<file path="src/rtl/dram_arbiter_pkg.sv">
// ============================================================================
// dram_arbiter_pkg : RAM op encodings and arbiter state type
// Revision 1.0
// ============================================================================
`default_nettype none

package dram_arbiter_pkg;

    // M_WEN op codes: bit 1 = read, bit 0 = IP lane
    localparam logic [1:0] WEN_WR1 = 2'b00;
    localparam logic [1:0] WEN_WR2 = 2'b01;
    localparam logic [1:0] WEN_RD1 = 2'b10;
    localparam logic [1:0] WEN_RD2 = 2'b11;

    typedef enum logic [1:0] {
        ST_RR    = 2'd0,
        ST_LOCK  = 2'd1,
        ST_YIELD = 2'd2
    } arb_state_e;

endpackage

`default_nettype wire

</file>
<file path="src/rtl/dram_arbiter_rr_pick2.sv">
// ============================================================================
// rr_pick2 : two-requester round-robin pick with last-grant pointer
// Revision 1.0
// ============================================================================
`default_nettype none

module rr_pick2 (
    input  logic clk,
    input  logic rst,
    input  logic req_cpu_i,
    input  logic req_ip_i,
    output logic gnt_cpu_o,
    output logic gnt_ip_o
);

    // 1 = IP was granted most recently, so CPU wins the next contention
    logic last_ip_q;

    always_comb begin
        gnt_cpu_o = req_cpu_i & (~req_ip_i | last_ip_q);
        gnt_ip_o  = req_ip_i  & (~req_cpu_i | ~last_ip_q);
    end

    always_ff @(posedge clk) begin
        if (rst) begin
            last_ip_q <= 1'b1;
        end else if (gnt_cpu_o) begin
            last_ip_q <= 1'b0;
        end else if (gnt_ip_o) begin
            last_ip_q <= 1'b1;
        end
    end

endmodule

`default_nettype wire

</file>
<file path="src/rtl/dram_arbiter.sv">
// ============================================================================
// dram_arbiter : CPU/IP single-port RAM arbiter, optional IP burst lock
// Revision 1.0  -- lock/yield feature enabled by `define DRAM_ARB_LOCK_EN
// ============================================================================
`default_nettype none

module dram_arbiter
    import dram_arbiter_pkg::*;
#(
    parameter int AW       = 10,
    parameter int BW       = 32,
    parameter int LOCK_MAX = 16
) (
    input  logic          CLK,
    input  logic          RST,
    input  logic          C_REQ,
    input  logic          C_WE,
    input  logic [AW-1:0] C_ADDR,
    input  logic [BW-1:0] C_WDATA,
    output logic          C_GNT,
    output logic          C_RVALID,
    output logic [BW-1:0] C_RDATA,
    input  logic          I_REQ,
    input  logic          I_WE,
    input  logic [AW-1:0] I_ADDR,
    input  logic [BW-1:0] I_WDATA,
    input  logic          I_LOCK,
    output logic          I_GNT,
    output logic          I_RVALID,
    output logic [BW-1:0] I_RDATA,
    output logic          M_CSN,
    output logic [AW-1:0] M_A,
    output logic [1:0]    M_WEN,
    output logic [BW-1:0] M_DI1,
    output logic [BW-1:0] M_DI2,
    input  logic [BW-1:0] M_DOUT1,
    input  logic [BW-1:0] M_DOUT2
);

    logic w_req_cpu, w_req_ip;
    logic w_gnt_cpu, w_gnt_ip;
    logic c_rvalid_q, i_rvalid_q;

`ifdef DRAM_ARB_LOCK_EN
    localparam int CW = $clog2(LOCK_MAX + 1);

    arb_state_e    state_q;
    logic [CW-1:0] cnt_q;
    logic          w_lock_full;

    assign w_lock_full = (cnt_q >= CW'(LOCK_MAX));

    // State masks the requests; the round-robin picker then sees one requester
    always_comb begin
        w_req_cpu = C_REQ & ~RST;
        w_req_ip  = I_REQ & ~RST;
        case (state_q)
            ST_LOCK: begin
                w_req_cpu = 1'b0;
                if (w_lock_full && C_REQ) begin
                    w_req_ip = 1'b0;
                end
            end
            ST_YIELD: w_req_ip = 1'b0;
            default: ;
        endcase
    end

    always_ff @(posedge CLK) begin
        if (RST) begin
            state_q <= ST_RR;
            cnt_q   <= '0;
        end else begin
            case (state_q)
                ST_RR: begin
                    if (w_gnt_ip && I_LOCK) begin
                        state_q <= ST_LOCK;
                        cnt_q   <= CW'(1);
                    end
                end
                ST_LOCK: begin
                    if (!I_LOCK || !I_REQ) begin
                        state_q <= ST_RR;
                        cnt_q   <= '0;
                    end else begin
                        if (w_gnt_ip && !w_lock_full) begin
                            cnt_q <= cnt_q + CW'(1);
                        end
                        if (C_REQ && (w_lock_full ||
                                      (w_gnt_ip && cnt_q == CW'(LOCK_MAX - 1)))) begin
                            state_q <= ST_YIELD;
                        end
                    end
                end
                ST_YIELD: begin
                    state_q <= ST_RR;
                    cnt_q   <= '0;
                end
                default: begin
                    state_q <= ST_RR;
                    cnt_q   <= '0;
                end
            endcase
        end
    end
`else
    // Without the lock feature the arbiter is permanently in plain round-robin
    logic w_unused_lock;
    assign w_unused_lock = I_LOCK;

    always_comb begin
        w_req_cpu = C_REQ & ~RST;
        w_req_ip  = I_REQ & ~RST;
    end
`endif

    rr_pick2 u_rr_pick2 (
        .clk       (CLK),
        .rst       (RST),
        .req_cpu_i (w_req_cpu),
        .req_ip_i  (w_req_ip),
        .gnt_cpu_o (w_gnt_cpu),
        .gnt_ip_o  (w_gnt_ip)
    );

    always_comb begin
        C_GNT = w_gnt_cpu;
        I_GNT = w_gnt_ip;
        M_CSN = w_gnt_cpu | w_gnt_ip;
        M_A   = '0;
        M_WEN = WEN_RD1;
        if (w_gnt_cpu) begin
            M_A   = C_ADDR;
            M_WEN = C_WE ? WEN_WR1 : WEN_RD1;
        end else if (w_gnt_ip) begin
            M_A   = I_ADDR;
            M_WEN = I_WE ? WEN_WR2 : WEN_RD2;
        end
    end

    assign M_DI1   = C_WDATA;
    assign M_DI2   = I_WDATA;
    assign C_RDATA = M_DOUT1;
    assign I_RDATA = M_DOUT2;

    always_ff @(posedge CLK) begin
        if (RST) begin
            c_rvalid_q <= 1'b0;
            i_rvalid_q <= 1'b0;
        end else begin
            c_rvalid_q <= w_gnt_cpu & ~C_WE;
            i_rvalid_q <= w_gnt_ip & ~I_WE;
        end
    end

    // Masking with RST kills a response whose read was granted just before reset
    assign C_RVALID = c_rvalid_q & ~RST;
    assign I_RVALID = i_rvalid_q & ~RST;

endmodule

`default_nettype wire

</file>
<file path="config.mk">
export PLATFORM = sky130hd
export DESIGN_NAME = dram_arbiter
export DESIGN_NICKNAME = d
export VERILOG_FILES = /design/src/rtl/dram_arbiter_pkg.sv /design/src/rtl/dram_arbiter_rr_pick2.sv /design/src/rtl/dram_arbiter.sv
export SDC_FILE = /design/constraint.sdc
export NUM_CORES = 1
export LEC_CHECK = 0
export ABC_CLOCK_PERIOD_IN_PS = 2300
export CORE_AREA = 5 5 114 116
export CTS_BUF_LIST = sky130_fd_sc_hd__clkbuf_16
export CTS_CLUSTER_SIZE = 8
export DETAILED_ROUTE_END_ITERATION = 8
export DIE_AREA = 0 0 119 121
export HOLD_SLACK_MARGIN = 0.15
export SYNTH_ARGS = -nofsm -noshare
export SYNTH_HDL_FRONTEND = slang
export SYNTH_SLANG_ARGS = --single-unit
</file>
<file path="constraint.sdc">
create_clock -name CLK -period 2.3 [get_ports CLK]
set_input_delay 0.345 -clock CLK [delete_from_list [all_inputs] [get_ports CLK]]
set_output_delay 0.345 -clock CLK [all_outputs]
set_load 0.1 [all_outputs]
</file>
==> out/metrics.cfg <==
[outcome]
run_status=finished clean

[place]
dpl.cell_count=234
detailed_placement_wirelength_estimate_um=2650
gpl_congestion=0.656
io_buffers=42
preCtsSetupSlack_ns=0.178

[timing]
final_max_slew_viol_count=0
post-route-worst-setup-slack_ns=0.192
grt_setup_unrepaired=false
timing.slew.headroom_pct=81.2
timing.clock.skew_ns=0.000310
fmax_mhz=474
final.period_utilization_pct=91.7
post_route_minimum_period_ns=2.11
timing_hold_violations_final=0
finalSetupViolations=0
final.setup.tns_ns=0
tightestPinTransition_ns=0.283

[grt]
grt_antenna_before_repair=0
grt_pass1_vias=738
total_grt_overflow=0
maximum_number_of_pins_on_one_net_before_global_route_repair=21
grt_pass1_wl_um=4550
gr-usage-all-layers_pct=4.08

[layout]
final_nets=247
area_growth_pct=-7.30
fill_cells=1366
final_layout_size_suffix_gt1_share_pct=39.6
n_antenna_cell=0
filler_free_cell_count_of_the_finished_design=238

[synthesis]
synthCells=174
synthMostInstantiatedCell=sky130_fd_sc_hd__buf_4
synth.area.top_cells=sky130_fd_sc_hd__buf_4 (75%), sky130_fd_sc_hd__a32oi_1 (7.5%), sky130_fd_sc_hd__dfxtp_1 (4.7%), sky130_fd_sc_hd__nor2_1 (4.4%), sky130_fd_sc_hd__buf_6 (1.8%)
post_synth_most_frequent_cells=sky130_fd_sc_hd__buf_4 (128), sky130_fd_sc_hd__nor2_1 (15), sky130_fd_sc_hd__a32oi_1 (11), sky130_fd_sc_hd__dfxtp_1 (3), sky130_fd_sc_hd__nand2_1 (3)
synth_edf_count=0
synth-seq-cells=3
synth.lib_cells_used.distinct=14
synth_largest_area_cell=sky130_fd_sc_hd__buf_4
yosysTopAreaCellShare_pct=74.7
synth_warnings=0
yosysSeqAreaShare_pct=4.67
synth.cell_area_um2=1290
ys_dominant_reg_cell=sky130_fd_sc_hd__dfxtp_1
asyncSetResetFlopFracSynth_pct=0
synth.net_count=329
post_synth.cell_area_avg_um2=7.39

[clocking]
cts-root-buf=sky130_fd_sc_hd__clkbuf_16
post_cts.resized_instances=0
cts_max_level=1
insertion_delay_ns=0.22
cts_tree=yes
clk_pin_slew_ns=0.03
cts_max_path_buffers=2
cts_made_buffers=3
cts_setup_buffers=0
number_of_hold_buffers_added_after_cts=0
cts.sinks=3

[route]
route.final.wire_length_um=3240
drt-vias-per-instance=2.87
drt_pre_antenna_iters=4
dr_total_vias=684
antenna_violating_nets_post_route=0
post_detailed_route_drc_marker_count=0
wire_per_inst_um=13.6
drtIter0Drc=8

[worst_setup_path]
worst_path_largest_cell_delay_ns=0.53
startpoint_type=input port
path_depth=6
timing.critical_path.fanout_max=9
timing.setup.critical_path_class=input port to output port
buffer_and_inverter_count_on_the_worst_path=3
worstPathArrival_ns=1.76
worstPathCellList=clkdlybuf4s50_1, a21boi_2, buf_4, a32oi_1, nor2_2, buf_12
worstSetupEndpointType=output port
timing.reg2reg.worst_path_depth=3
worst-endpoint-required_ns=1.96
crit_family=buffers and inverters
cpMaxStageDelayCell=sky130_fd_sc_hd__clkdlybuf4s50_1

[power]
power.leakage_nw=0.399
seq_power_share_pct=8.9
comb_power_share_pct=48.3
clock_power_share_pct=42.8
internal_portion_of_total_power_w=0.000400
switching_power_w=0.000234
swShare_pct=36.9
fin_total_pwr_w=0.000635
power.density_nw_per_um2=532
peak_supply_drop_mv=0.228

[die]
initial_core_util_pct=10.9
boundaryPins=300
die_h_um=121
die_width_um=119
fp.coreArea_um2=11800
floorplan.die_area_um2=14400
number_of_core_rows=40

[worst_hold_path]
min_delay_path_depth=2
hold_path.class=register to register

[job]
timing.max_cap.violations=0

==> metrics by stage <==
step           instance area, um2  hold WS, ns  utilization, %
6_report                     1190        0.580            10.1
5_1_grt                      1190        0.620            10.1
4_1_cts                      1190        0.587            10.1
3_5_place_dp                 1110        0.567            9.43
3_3_place_gp                 1110        0.558            9.43
2_1_floorplan                1310        0.422               -
==> final timing paths <==
path / start / endpoint / slack, ns
worst max-delay path: I_REQ / M_A[6] / 0.19
worst min-delay path: u_rr_pick2.last_ip_q / u_rr_pick2.last_ip_q / 0.58
worst max register to register: u_rr_pick2.last_ip_q / c_rvalid_q / 1.38
worst min register to register: u_rr_pick2.last_ip_q / u_rr_pick2.last_ip_q / 0.58
==> cells by family (layout without fill, tap and decap cells) <==
kind of cell    after synthesis  after routing  share of synthesized area, %
buf+inv                     133             50                          78.1
flops                         3              3                          4.67
simple gates                 25             25                          8.46
compound gates               13             13                          8.75
==> state kept, by name (all words and copies together) (netlist names) <==
register,cells
u_rr_pick2.last_ip_q,1
i_rvalid_q,1
c_rvalid_q,1
==> final cells by class <==
class / count / area (um2) / area share, %
clock buffers: 3 / 75.1 / 6.30
flip-flops and latches: 3 / 60.1 / 5.04
well taps: 147 / 184 / 15.4
clock inverters: 1 / 3.75 / 0.315
multi-input cells: 38 / 249 / 20.9
repair buffers: 46 / 621 / 52.0
==> power by group through the flow <==
stage               registers, W  logic [W]  clock network [W]
CTS                    0.0000565   0.000310           0.000274
global route           0.0000569   0.000318           0.000279
finish                 0.0000565   0.000307           0.000272
detailed placement     0.0000572   0.000309                  0
floorplan              0.0000569    0.00122                  0
global placement       0.0000571   0.000308                  0
==> metal layers <==
layer  GRT usage, %  vias up  wire (um)
li1               -      262          -
met1           3.45      282        910
met2           5.69       84       1500
met3           2.00       56        452
met4           6.44        0        376
met5              0        -          0
==> cells in the final DEF (no fill, tap or decap), drive strengths merged <==
master,synthesis,final
clkdlybuf4s50,0,25
buf,130,21
nor2,15,15
a32oi,11,11
nand2,3,3
dfxtp,3,3
clkbuf,3,3
nand2b,2,2
nor2b,2,2
nor3,2,2
a21boi,1,1
or2,1,1
o21ai,1,1
inv,0,1
==> worst min-delay path: stages, from the launching register on <==
cell and delay, ns:
sky130_fd_sc_hd__dfxtp_1 0.36, sky130_fd_sc_hd__o21ai_0 0.11, sky130_fd_sc_hd__nand2b_1 0.07
No activity file was read; power rests on OpenSTA's default activity.
